File: src/rtl/ram_serial_port.sv
// Serial-frame RAM access port: shifts in {op, addr, data}, executes a
// write (strobes held WR_CYCLES cycles) or a read (capture RAM_DOUT).
// Ports:
//   i_clk, i_rst_n (async, active low)
//   i_si, i_shift_en, i_update   serial frame in / execute request
//   o_so                         MSB of capture register
//   o_ram_read, o_ram_write      strobe level (1 = write access)
//   o_ram_addr, o_ram_din        latched address / write data
//   i_ram_dout                   RAM read data
//   o_busy, o_done, o_frame_err  status
// Option: define RAM_SP_PARITY_EN for a 16-bit frame with even parity.
module ram_serial_port #(
  parameter int WR_CYCLES = 2,
  parameter int RD_LAT    = 1
) (
  input  logic       i_clk,
  input  logic       i_rst_n,
  input  logic       i_si,
  input  logic       i_shift_en,
  input  logic       i_update,
  output logic       o_so,
  output logic       o_ram_read,
  output logic       o_ram_write,
  output logic [5:0] o_ram_addr,
  output logic [7:0] o_ram_din,
  input  logic [7:0] i_ram_dout,
  output logic       o_busy,
  output logic       o_done,
  output logic       o_frame_err
);

`ifdef RAM_SP_PARITY_EN
  localparam int FL = 16;
`else
  localparam int FL = 15;
`endif
  localparam logic [4:0] FL5 = 5'(FL);

  typedef enum logic [1:0] {
    S_IDLE,
    S_WRITE,
    S_READ,
    S_CAPTURE
  } state_t;

  state_t        r_state;
  state_t        w_next;
  logic [FL-1:0] r_frame;
  logic [7:0]    r_cap;
  logic [4:0]    r_bits;
  logic [3:0]    r_cyc;
  logic          r_busy;
  logic          r_done;
  logic          r_err;
  logic          w_par_ok;
  logic          w_len_ok;
  logic          w_accept;
  logic          w_reject;
  logic          w_cyc_last;
  logic          w_shift;

`ifdef RAM_SP_PARITY_EN
  assign w_par_ok = ~^r_frame;
`else
  assign w_par_ok = 1'b1;
`endif

  // Update is judged on the pre-shift counter and frame.
  assign w_len_ok = (r_bits == FL5);
  assign w_accept = !r_busy && i_update && w_len_ok && w_par_ok;
  assign w_reject = !r_busy && i_update && !(w_len_ok && w_par_ok);
  assign w_shift  = !r_busy && i_shift_en;

  assign w_cyc_last = (r_state == S_WRITE)
                    ? (r_cyc == 4'(WR_CYCLES - 1))
                    : (r_cyc == 4'(RD_LAT - 1));

  always_ff @(posedge i_clk or negedge i_rst_n) begin
    if (!i_rst_n) begin
      r_state <= S_IDLE;
    end else begin
      r_state <= w_next;
    end
  end

  always_comb begin
    w_next = r_state;
    unique case (r_state)
      S_IDLE: begin
        if (w_accept) begin
          w_next = r_frame[FL-1] ? S_WRITE : S_READ;
        end
      end
      S_WRITE: begin
        if (w_cyc_last) begin
          w_next = S_IDLE;
        end
      end
      S_READ: begin
        if (w_cyc_last) begin
          w_next = S_CAPTURE;
        end
      end
      S_CAPTURE: begin
        w_next = S_IDLE;
      end
    endcase
  end

  always_ff @(posedge i_clk or negedge i_rst_n) begin
    if (!i_rst_n) begin
      r_frame    <= '0;
      r_cap      <= '0;
      r_bits     <= '0;
      r_cyc      <= '0;
      r_busy     <= 1'b0;
      r_done     <= 1'b0;
      r_err      <= 1'b0;
      o_ram_addr <= '0;
      o_ram_din  <= '0;
    end else begin
      r_err  <= w_reject;
      r_done <= (r_state == S_WRITE && w_cyc_last)
             || (r_state == S_CAPTURE);
      // Per-state cycle counter restarts on every state change.
      r_cyc  <= (w_next != r_state) ? '0 : r_cyc + 4'd1;
      // Busy spans acceptance through the DONE cycle.
      if (r_done) begin
        r_busy <= 1'b0;
      end
      if (w_accept) begin
        r_busy <= 1'b1;
      end
      if (w_shift) begin
        r_frame <= {r_frame[FL-2:0], i_si};
        r_cap   <= {r_cap[6:0], 1'b0};
        if (r_bits != 5'd31) begin
          r_bits <= r_bits + 5'd1;
        end
      end
      if (w_accept || w_reject) begin
        r_bits <= '0;
      end
      if (w_accept) begin
        o_ram_addr <= r_frame[FL-2 -: 6];
        o_ram_din  <= r_frame[FL-8 -: 8];
      end
      if (r_state == S_CAPTURE) begin
        r_cap <= i_ram_dout;
      end
    end
  end

  assign o_ram_read  = (r_state == S_WRITE);
  assign o_ram_write = (r_state == S_WRITE);
  assign o_so        = r_cap[7];
  assign o_busy      = r_busy;
  assign o_done      = r_done;
  assign o_frame_err = r_err;

endmodule

File: config.mk
export PLATFORM = sky130hd
export DESIGN_NAME = ram_serial_port
export DESIGN_NICKNAME = d
export VERILOG_FILES = /design/src/rtl/ram_serial_port.sv
export SDC_FILE = /design/constraint.sdc
export NUM_CORES = 1
export LEC_CHECK = 0
export ABC_CLOCK_PERIOD_IN_PS = 3000
export BUFFER_PORTS_ARGS = -buffer_cell sky130_fd_sc_hd__buf_2
export CAP_MARGIN = 25
export CELL_PAD_IN_SITES_DETAIL_PLACEMENT = 2
export CELL_PAD_IN_SITES_GLOBAL_PLACEMENT = 2
export CORE_MARGIN = 2
export CORE_UTILIZATION = 41
export CTS_BUF_LIST = sky130_fd_sc_hd__clkbuf_4 sky130_fd_sc_hd__clkbuf_8 sky130_fd_sc_hd__clkbuf_16
export DETAILED_ROUTE_END_ITERATION = 6
export PLACE_DENSITY_LB_ADDON = 0.1
export RECOVER_POWER = 25
export SYNTH_ARGS = -nofsm -noshare
export SYNTH_HDL_FRONTEND = slang
export SYNTH_SLANG_ARGS = --single-unit
File: constraint.sdc
create_clock -name i_clk -period 3 [get_ports i_clk]
set_clock_uncertainty 0.15 [all_clocks]
set_input_delay 0 -clock i_clk [delete_from_list [all_inputs] [get_ports i_clk]]
set_output_delay 0 -clock i_clk [all_outputs]
set_load 0.03 [all_outputs]
==> results of run 1 <==
[cell type report]
type	instances	area [um^2]
multi-input combinational	107	892
clock inverter	2	38.8
sequential	51	1280
tap	72	90.1
timing repair buffer	45	295
clock buffer	6	76.3
inverter	5	18.8
fill	530	2750
[how the worst max path moves through the flow]
stage                     slack (ns)                   from                         to  cells past startpoint
final                           0.97  r_bits[0]$_DFFE_PN0P_         r_cyc[1]$_DFF_PN0_                      6
after CTS                       0.94  r_bits[0]$_DFFE_PN0P_         r_cyc[3]$_DFF_PN0_                      6
after floorplan                 1.12  r_bits[0]$_DFFE_PN0P_  o_ram_addr[0]$_DFFE_PN0N_                      6
after global routing            0.79  r_bits[0]$_DFFE_PN0P_         r_cyc[0]$_DFF_PN0_                      6
after global placement          1.05  r_bits[0]$_DFFE_PN0P_  o_ram_addr[1]$_DFFE_PN0N_                      5
after detailed placement        0.97  r_bits[0]$_DFFE_PN0P_         r_cyc[2]$_DFF_PN0_                      6
[routing by layer]
layer  track usage, %  vias up
met5                0        -
met4             5.26        0
met3             2.99        4
met2             30.0       31
met1             20.3      737
li1                 -      684
[cells in the final DEF, fill, tap and decap left out, types with 2 or more instances in the layout]
cell | netlist | routed
a22oi_1 | 2 | 2
buf_2 | 1 | 30
clkbuf_1 | 0 | 2
clkbuf_8 | 0 | 5
dfrtp_1 | 51 | 51
dlygate4sd3_1 | 0 | 11
ha_1 | 6 | 6
inv_1 | 5 | 5
mux2_1 | 3 | 3
mux2_2 | 26 | 26
mux2i_1 | 9 | 9
nand2_1 | 13 | 13
nand3_1 | 2 | 2
nor2_1 | 7 | 7
nor2b_1 | 3 | 3
nor3b_1 | 3 | 3
o21ai_0 | 9 | 9
o21ai_1 | 3 | 3
xor2_1 | 2 | 2
[power by group]
part | switching [mW] | internal, mW | total, mW
Clock | 0.231 | 0.261 | 0.492
Sequential | 0.110 | 0.803 | 0.913
Combinational | 0.150 | 0.154 | 0.304
Total | 0.491 | 1.22 | 1.71
[critical path, cell delays in order, from the launching register on]
cell	delay [ns]
dfrtp_1	0.42
ha_1	0.18
and3_1	0.19
ha_1	0.28
nor4bb_2	0.37
a2bb2oi_2	0.25
nor2_1	0.08
[through the flow]
stage | util (%) | setup WS [ns]
2_1_floorplan | - | 1.12
3_3_place_gp | 45.0 | 1.05
3_5_place_dp | 45.3 | 0.965
4_1_cts | 49.5 | 0.945
5_1_grt | 49.4 | 0.788
6_report | 49.4 | 0.971
[logic make-up (layout without fill, tap and decap cells)]
logic type / after synthesis / count (layout) / synth area share (%)
DFF: 51 / 51 / 56.1
muxes: 38 / 38 / 18.3
AOI/OAI and AO/OA: 21 / 21 / 6.16
buffers and inverters: 14 / 58 / 4.67
adders and majority gates: 6 / 6 / 3.30
xor gates and xnor gates: 2 / 2 / 0.770
and+or+nand+nor: 40 / 40 / 10.7
[flip-flops by register name (all words and copies together), names as in the netlist]
name	count
o_busy	1
r_state	2
r_frame	15
o_ram_addr	6
r_bits	5
r_cyc	4
o_ram_din	8
o_frame_err	1
r_cap	8
o_done	1
[timing repair]
action | CTS | global route
hold buffers | 11 | 0
hold endpoints to repair | 66 | 0
resized for setup | 0 | 0
==> reports/results.txt, run 1 <==
Hold Crit Depth = 4
reg2reg end = r_cyc[1]$_DFF_PN0_
synthesis warning total = 0
crit start category = flop
Worst Hold Slack = 0.00254 ns
wire per inst = 15.7 um
Peak VDD IR = 350 uV
met2 WL post-DR = 2.29 mm
met1 WL = 2.02 mm
hold path start = i_shift_en
via count = 1456
top cell type's share of synthesized area = 56.1%
Synth Instances = 172
Worst Max-Slew Pin Slew = 1.38 ns
Power Total = 1.71 mW
EDFF count, synth = 0
Final Max Slew Viols = 0
Setup TNS = 0 ns
1st-pass router iterations = 4
# DRC = 0
CTS buffer count = 5
Area Overhead vs Synth = 18.2%
Setup Buffers After CTS = 0
pwr dens = 636 nW/um^2
status = complete, no violations
area leader, netlist = dfrtp_1
top layer in use = met4
count leader, synth = dfrtp_1
Die X = 78.5 um
post-placement cell count = 269
vias in the first global route = 1635
layout cells sized above 1 = 33.3%
Final Non-Filler Cells = 288
CTS H-Tree Depth = 2
CP arrival = 2.07 ns
first-pass GRT wire length = 8.02 mm
final instance area = 2690 um^2
post-synthesis async set-or-reset flop share = 100%
leakage power = 1.36 nW
gr usage total = 16.7%
total grt overflow = 0
top post-synthesis cells by area = dfrtp_1 (56%), mux2_2 (13%), mux2i_1 (4.0%)
met3 wire len = 162 um
CP Class = reg2reg
hold violation count in the final report = 0
achievable frequency = 493 MHz
synthesized net count = 191
GPL Wtd Cong = 0.728
clk root buf = clkbuf_8
sequential fraction of the synthesis area = 56.1%
WHS Endpoint = r_bits[2]$_DFFE_PN0P_
max cap viols = 0
PortBufs = 32
largest net degree at the start of global routing = 29
final wirelength = 4.52 mm
CP Data Required Time = 3.04 ns
Mapped Avg Cell Area = 13.2 um^2
setup violators final = 0
CTS tree = done
clk sink count = 51
Worst-path clk slew = 0.09 ns
initial detailed-routing violation count = 41
worst flop-to-flop path startpoint = r_bits[0]$_DFFE_PN0P_
Final ANT Viol Nets = 0
final period utilization = 67.6%
distinct cell type count of the synthesized netlist = 38
CP Capture Type = flop
R2R setup slack = 0.97 ns
fin crit period = 2.03 ns
DIE HEIGHT = 78.5 um
clk buf depth = 2
Hold/Removal Path Class = in2reg
RSZ-0062 raised after global routing = no
# diodes = 0
initial antenna violation count = 0
core area = 5440 um^2
Top FF cell, synth = dfrtp_1
Area after DPL = 2460 um^2
slew margin rel. = 7.77%
Avg Vias per Cell = 5.06
commonest cells in the netlist = dfrtp_1 (51), mux2_2 (26), nand2_1 (13)
initial core utilization = 41.8%
Worst Path Max Fanout = 4
DP Wirelength = 3.19 mm
Net count, final = 234
synthesis-stage register bit count = 51
die area = 6160 um^2
FF-to-FF path depth = 6
Cell Area, Synth = 2270 um^2
I/O Pins = 33
row cnt = 27
clk_lat worst skew = 0.31 ns
Power figures use the tool's default switching activity.
==> inputs of run 2 (changes only) <==
--- a/config.mk
+++ b/config.mk
@@ -5,13 +5,13 @@
 export SDC_FILE = /design/constraint.sdc
 export NUM_CORES = 1
 export LEC_CHECK = 0
-export ABC_CLOCK_PERIOD_IN_PS = 3000
+export ABC_CLOCK_PERIOD_IN_PS = 1900
 export BUFFER_PORTS_ARGS = -buffer_cell sky130_fd_sc_hd__buf_2
 export CAP_MARGIN = 25
 export CELL_PAD_IN_SITES_DETAIL_PLACEMENT = 2
 export CELL_PAD_IN_SITES_GLOBAL_PLACEMENT = 2
 export CORE_MARGIN = 2
-export CORE_UTILIZATION = 41
+export CORE_UTILIZATION = 38
 export CTS_BUF_LIST = sky130_fd_sc_hd__clkbuf_4 sky130_fd_sc_hd__clkbuf_8 sky130_fd_sc_hd__clkbuf_16
 export DETAILED_ROUTE_END_ITERATION = 6
 export PLACE_DENSITY_LB_ADDON = 0.1
==> constraint.sdc (replaced) <==
create_clock -name i_clk -period 1.9 [get_ports i_clk]
set_clock_uncertainty 0.15 [all_clocks]
set_input_delay 0 -clock i_clk [delete_from_list [all_inputs] [get_ports i_clk]]
set_output_delay 0 -clock i_clk [all_outputs]
set_load 0.03 [all_outputs]
==> run 2 against run 1 <==
Compared with the run above:
- non-clock buffer count is 9 higher
- maximum frequency increased by 7.9%
- core utilization down 1.1 points
- critical path type unchanged
- critical endpoint is now o_ram_addr[3]$_DFFE_PN0N_
==> reports/results.txt, run 2 (synthesized netlist as in run 1, its figures left out) <==
status = complete, no violations
fin crit period = 1.88 ns
wire per inst = 18.0 um
Avg Vias per Cell = 4.98
RSZ-0062 raised after global routing = yes
# DRC = 0
pwr dens = 961 nW/um^2
max FFs per register = 15
DIE HEIGHT = 81.4 um
gr usage total = 18.4%
commonest non-fill, non-tap cell in the layout = dfrtp_1
Hold/Removal Path Class = in2async
total grt overflow = 0
hold violation count in the final report = 0
Power Total = 2.72 mW
Die X = 81.4 um
achievable frequency = 532 MHz
leakage power = 1.37 nW
Placement Setup Slack = -0.0536 ns
worst setup margin = 0.0198 ns
core area = 5850 um^2
Buf+Inv Stages, Crit Path = 1
Final Max Slew Viols = 0
Area Overhead vs Synth = 24.4%
crit start category = flop
most frequent cells in the layout = dfrtp_1 (51), mux2_2 (25), clkbuf_1 (16)
largest reg by FF count = r_frame
initial detailed-routing violation count = 41
I/O Pins = 33
Peak VDD IR = 484 uV
CTS buffer count = 5
final wirelength = 5.43 mm
Area after DPL = 2500 um^2
final period utilization = 99.0%
Worst Hold Slack = 0.188 ns
initial antenna violation count = 0
clk buf depth = 2
first-pass GRT wire length = 8.97 mm
clk_lat worst skew = 0.31 ns
DP Wirelength = 3.40 mm
largest net degree at the start of global routing = 36
peak per-stage delay on the critical path = 0.40 ns
Largest regs = r_frame x15, o_ram_din x8, r_cap x8
Worst-path clk slew = 0.10 ns
post-layout util = 48.4%
CP arrival = 1.93 ns
initial core utilization = 38.9%
Worst Max-Slew Pin Slew = 0.897 ns
Net count, final = 244
clk sink count = 51
Max stage delay cell, worst path = dfrtp_1
Setup TNS = 0 ns
vias in the first global route = 1743
CP startpoint = r_bits[0]$_DFFE_PN0P_
layout cells sized above 1 = 32.7%
setup violators final = 0
# diodes = 0
R2R setup slack = 0.02 ns
PortBufs = 32
reg2reg end = o_ram_addr[3]$_DFFE_PN0N_
die area = 6620 um^2
CP Class = reg2reg
row cnt = 28
via count = 1499
max cap viols = 0
crit-path leading delay family = flip-flops
Final ANT Viol Nets = 0
post-placement cell count = 276
CTS H-Tree Depth = 2
final instance area = 2830 um^2
1st-pass router iterations = 3
worst flop-to-flop path startpoint = r_bits[0]$_DFFE_PN0P_
clk root buf = clkbuf_8
CP Capture Type = flop
CTS tree = done
FF-to-FF path depth = 6
CP Data Required Time = 1.95 ns
GPL Wtd Cong = 0.741
Final Non-Filler Cells = 301
Worst Path Max Fanout = 8
Critical Path, Cell by Cell = ha_2 > and3_4 > ha_4 > buf_12 > nand3b_4 > mux2_2
slew margin rel. = 40.2%
## run 2: changes by cell type in the layout (fill, tap and decap cells not counted), moves of 2 or more
cell and change:
buf_4 +7, mux2_4 +2, clkbuf_1 +14, buf_2 -15
ha_1 -2
## run 2: final cells by class
type                       count  area, um^2
fill                         577        3020
sequential                    51        1280
multi-input combinational    108         967
timing repair buffer          54         360
tap                           75        93.8
clock buffer                   5        68.8
clock inverter                 3        43.8
inverter                       5        18.8
## run 2: report_power, final
part | switching (mW) | internal, mW
clock network | 0.374 | 0.393
registers | 0.182 | 1.27
logic | 0.246 | 0.255
## run 2: repair_timing
| action | in CTS | in global routing |
|---|---|---|
| gates cloned | 1 | 0 |
| endpoints found under the setup margin | 19 | 19 |
| pin swaps | 2 | 1 |
| hold buffers | 12 | 0 |
| hold endpoints to repair | 49 | 0 |
| buffers inserted | 0 | 4 |
| resized for setup | 8 | 5 |
## run 2: routing by layer
| layer | track usage [%] | part of all wire (%) | wire length (um) |
|---|---|---|---|
| met1 | 22.3 | 41 | 2240 |
| met2 | 33.0 | 55 | 2990 |
| met3 | 3.89 | 2.7 | 145 |
| met4 | 5.08 | 0.90 | 49 |
| met5 | 0 | 0 | 0 |
## run 2: worst max-delay path by stage
stage                                endpoint  slack [ns]  cells after the start
floorplan           o_ram_addr[0]$_DFFE_PN0N_        0.02                      6
global placement     o_ram_din[6]$_DFFE_PN0N_       0.007                      5
detailed placement   o_ram_din[1]$_DFFE_PN0N_       -0.05                      5
CTS                        r_cyc[1]$_DFF_PN0_       0.002                      6
global route        o_ram_addr[2]$_DFFE_PN0N_       -0.03                      6
finish              o_ram_addr[3]$_DFFE_PN0N_        0.02                      6
==> inputs of run 3 (changes only) <==
--- a/config.mk
+++ b/config.mk
@@ -5,13 +5,13 @@
 export SDC_FILE = /design/constraint.sdc
 export NUM_CORES = 1
 export LEC_CHECK = 0
-export ABC_CLOCK_PERIOD_IN_PS = 1900
+export ABC_CLOCK_PERIOD_IN_PS = 1600
 export BUFFER_PORTS_ARGS = -buffer_cell sky130_fd_sc_hd__buf_2
 export CAP_MARGIN = 25
 export CELL_PAD_IN_SITES_DETAIL_PLACEMENT = 2
 export CELL_PAD_IN_SITES_GLOBAL_PLACEMENT = 2
 export CORE_MARGIN = 2
-export CORE_UTILIZATION = 38
+export CORE_UTILIZATION = 35
 export CTS_BUF_LIST = sky130_fd_sc_hd__clkbuf_4 sky130_fd_sc_hd__clkbuf_8 sky130_fd_sc_hd__clkbuf_16
 export DETAILED_ROUTE_END_ITERATION = 6
 export PLACE_DENSITY_LB_ADDON = 0.1
==> constraint.sdc (replaced) <==
create_clock -name i_clk -period 1.6 [get_ports i_clk]
set_clock_uncertainty 0.15 [all_clocks]
set_input_delay 0 -clock i_clk [delete_from_list [all_inputs] [get_ports i_clk]]
set_output_delay 0 -clock i_clk [all_outputs]
set_load 0.03 [all_outputs]
==> run 3 against run 2 <==
Compared with the run above:
- the run now ends with setup timing left
- final cell count is 3.7% higher
- global-route usage is 2.1 points lower
- cell area increased by 5.7%
- sequential power is 18% higher
- register-to-register slack got worse by 0.25 ns
- sequential share of layout area shrank 2.4 points
- wire length down 2.0%
- total power rose by 23%
- die area increased by 8.1%
- count of clock-buffer cells in the layout rose by 1
- critical endpoint is now o_ram_addr[2]$_DFFE_PN0N_
- largest cell class unchanged
==> reports/results.txt, run 3 (synthesized netlist as in run 1, its figures left out) <==
leakage power = 1.52 nW
worst flop-to-flop path startpoint = r_bits[0]$_DFFE_PN0P_
die area = 7160 um^2
clk buf depth = 2
RSZ-0062 raised after global routing = yes
CTS buffer count = 5
via count = 1545
vias in the first global route = 1804
setup violators final = 26
CP Class = reg2reg
Area after DPL = 2610 um^2
Area Overhead vs Synth = 31.5%
final instance area = 2990 um^2
slew margin rel. = 23.8%
total grt overflow = 0
first-pass GRT wire length = 9.31 mm
initial core utilization = 36.0%
1st-pass router iterations = 2
hold path start = i_update
CTS tree = done
post-layout util = 47.4%
CP Capture Type = flop
grt peak-use layer = met2
core area = 6310 um^2
Die X = 84.6 um
Max stage delay cell, worst path = dfrtp_1
max FFs per register = 15
initial antenna violation count = 0
CP startpoint = r_bits[0]$_DFFE_PN0P_
status = finished with violations
Hold/Removal Path Class = in2reg
CTS H-Tree Depth = 2
achievable frequency = 547 MHz
commonest non-fill, non-tap cell in the layout = dfrtp_1
layout filler cell count = 634
gr usage total = 16.4%
GPL Wtd Cong = 0.735
final period utilization = 114%
peak per-stage delay on the critical path = 0.40 ns
largest reg by FF count = r_frame
Peak VDD IR = 431 uV
# diodes = 0
clk_lat worst skew = 0.30 ns
Largest regs = r_frame x15, o_ram_din x8, r_cap x8
pwr dens = 1120 nW/um^2
Worst-path clk slew = 0.10 ns
Worst Max-Slew Pin Slew = 1.14 ns
I/O Pins = 33
# DRC = 0
PortBufs = 32
clk root buf = clkbuf_8
initial detailed-routing violation count = 32
crit start category = flop
CP Data Required Time = 1.64 ns
most frequent cells in the layout = dfrtp_1 (50), buf_2 (30), mux2_2 (15), buf_4 (15)
layout cells sized above 1 = 43.0%
wire per inst = 17.1 um
failing checks = setup timing
worst setup margin = -0.228 ns
max cap viols = 0
clk sink count = 51
Worst Path Max Fanout = 8
CP arrival = 1.87 ns
met2 usage = 30.4%
met3 Use GR = 2.75%
final wirelength = 5.32 mm
Critical Path, Cell by Cell = ha_2 > and3_4 > ha_4 > buf_12 > nand3b_4 > mux2_4
multi-input logic area = 1020 um^2
Final ANT Viol Nets = 0
fin crit period = 1.83 ns
sequential cell area = 1280 um^2
row cnt = 29
DP Wirelength = 3.56 mm
Net count, final = 253
largest net degree at the start of global routing = 24
Avg Vias per Cell = 4.95
DIE HEIGHT = 84.6 um
hold violation count in the final report = 0
Final Max Slew Viols = 0
met1 usage = 19.7%
-- run 3: final cells by class --
class                           instances  area share [%]
Inverter                                5           0.628
Clock inverter                          2            1.30
Sequential cell                        51            42.7
Tap cell                               77            3.22
Timing Repair Buffer                   63            15.1
Clock buffer                            6            2.76
Multi-Input combinational cell        108            34.2
-- run 3: path summary, 6_finish.rpt --
check                                             to  slack, ns  depth (start not counted)
max reg2reg                o_ram_addr[2]$_DFFE_PN0N_      -0.23                          6
min                            r_bits[3]$_DFFE_PN0P_      0.007                          3
max                        o_ram_addr[2]$_DFFE_PN0N_      -0.23                          6
min reg2reg                       o_busy$_DFFE_PN0P_       0.33                          1
min in group asynchronous     r_frame[0]$_DFFE_PN0P_       0.29                          2
max in group asynchronous   o_ram_din[4]$_DFFE_PN0N_       0.16                          3
-- run 3: metal layers --
layer | vias to the layer above | part of all wire, % | routed length [um]
li1 | 727 | - | -
met5 | - | 0 | 0
met2 | 24 | 55 | 2950
met1 | 787 | 41 | 2200
met3 | 7 | 2.3 | 121
met4 | 0 | 1.0 | 54
-- run 3: worst max-delay path: cells and delay by family, from the launching register on --
family | cells | cell delay, ns
fa+ha+maj | 2 | 0.38
buf+inv | 1 | 0.13
flops | 1 | 0.40
mux | 1 | 0.31
simple gates | 2 | 0.35
-- run 3: repair_timing --
action	in CTS	in global routing
endpoints found under the setup margin	26	35
hold buffers	12	0
gates resized for setup	12	6
cloned	1	0
pin swaps	7	2
buffers inserted	5	1
hold endpoints to repair	67	0
-- run 3: through the flow --
stage	hold WS [ns]	setup slack (ns)	TNS (ns)	std cells	total power, mW
6_report	0.00680	-0.228	-4.48	312	3.35
5_1_grt	0.0354	-0.297	-8.84	312	3.56
4_1_cts	-0.00946	-0.223	-4.34	311	3.41
3_5_place_dp	-0.157	-0.232	-4.85	285	2.38
3_3_place_gp	-0.172	-0.194	-3.68	285	2.28
2_1_floorplan	-0.446	-0.155	-2.20	172	2.11
-- run 3: where the power goes --
group | leakage, nW | internal, mW | total [mW] | switching, mW
combinational | 0.797 | 0.347 | 0.681 | 0.333
sequential | 0.665 | 1.51 | 1.71 | 0.201
clock | 0.0618 | 0.515 | 0.958 | 0.443
total | 1.52 | 2.37 | 3.35 | 0.977
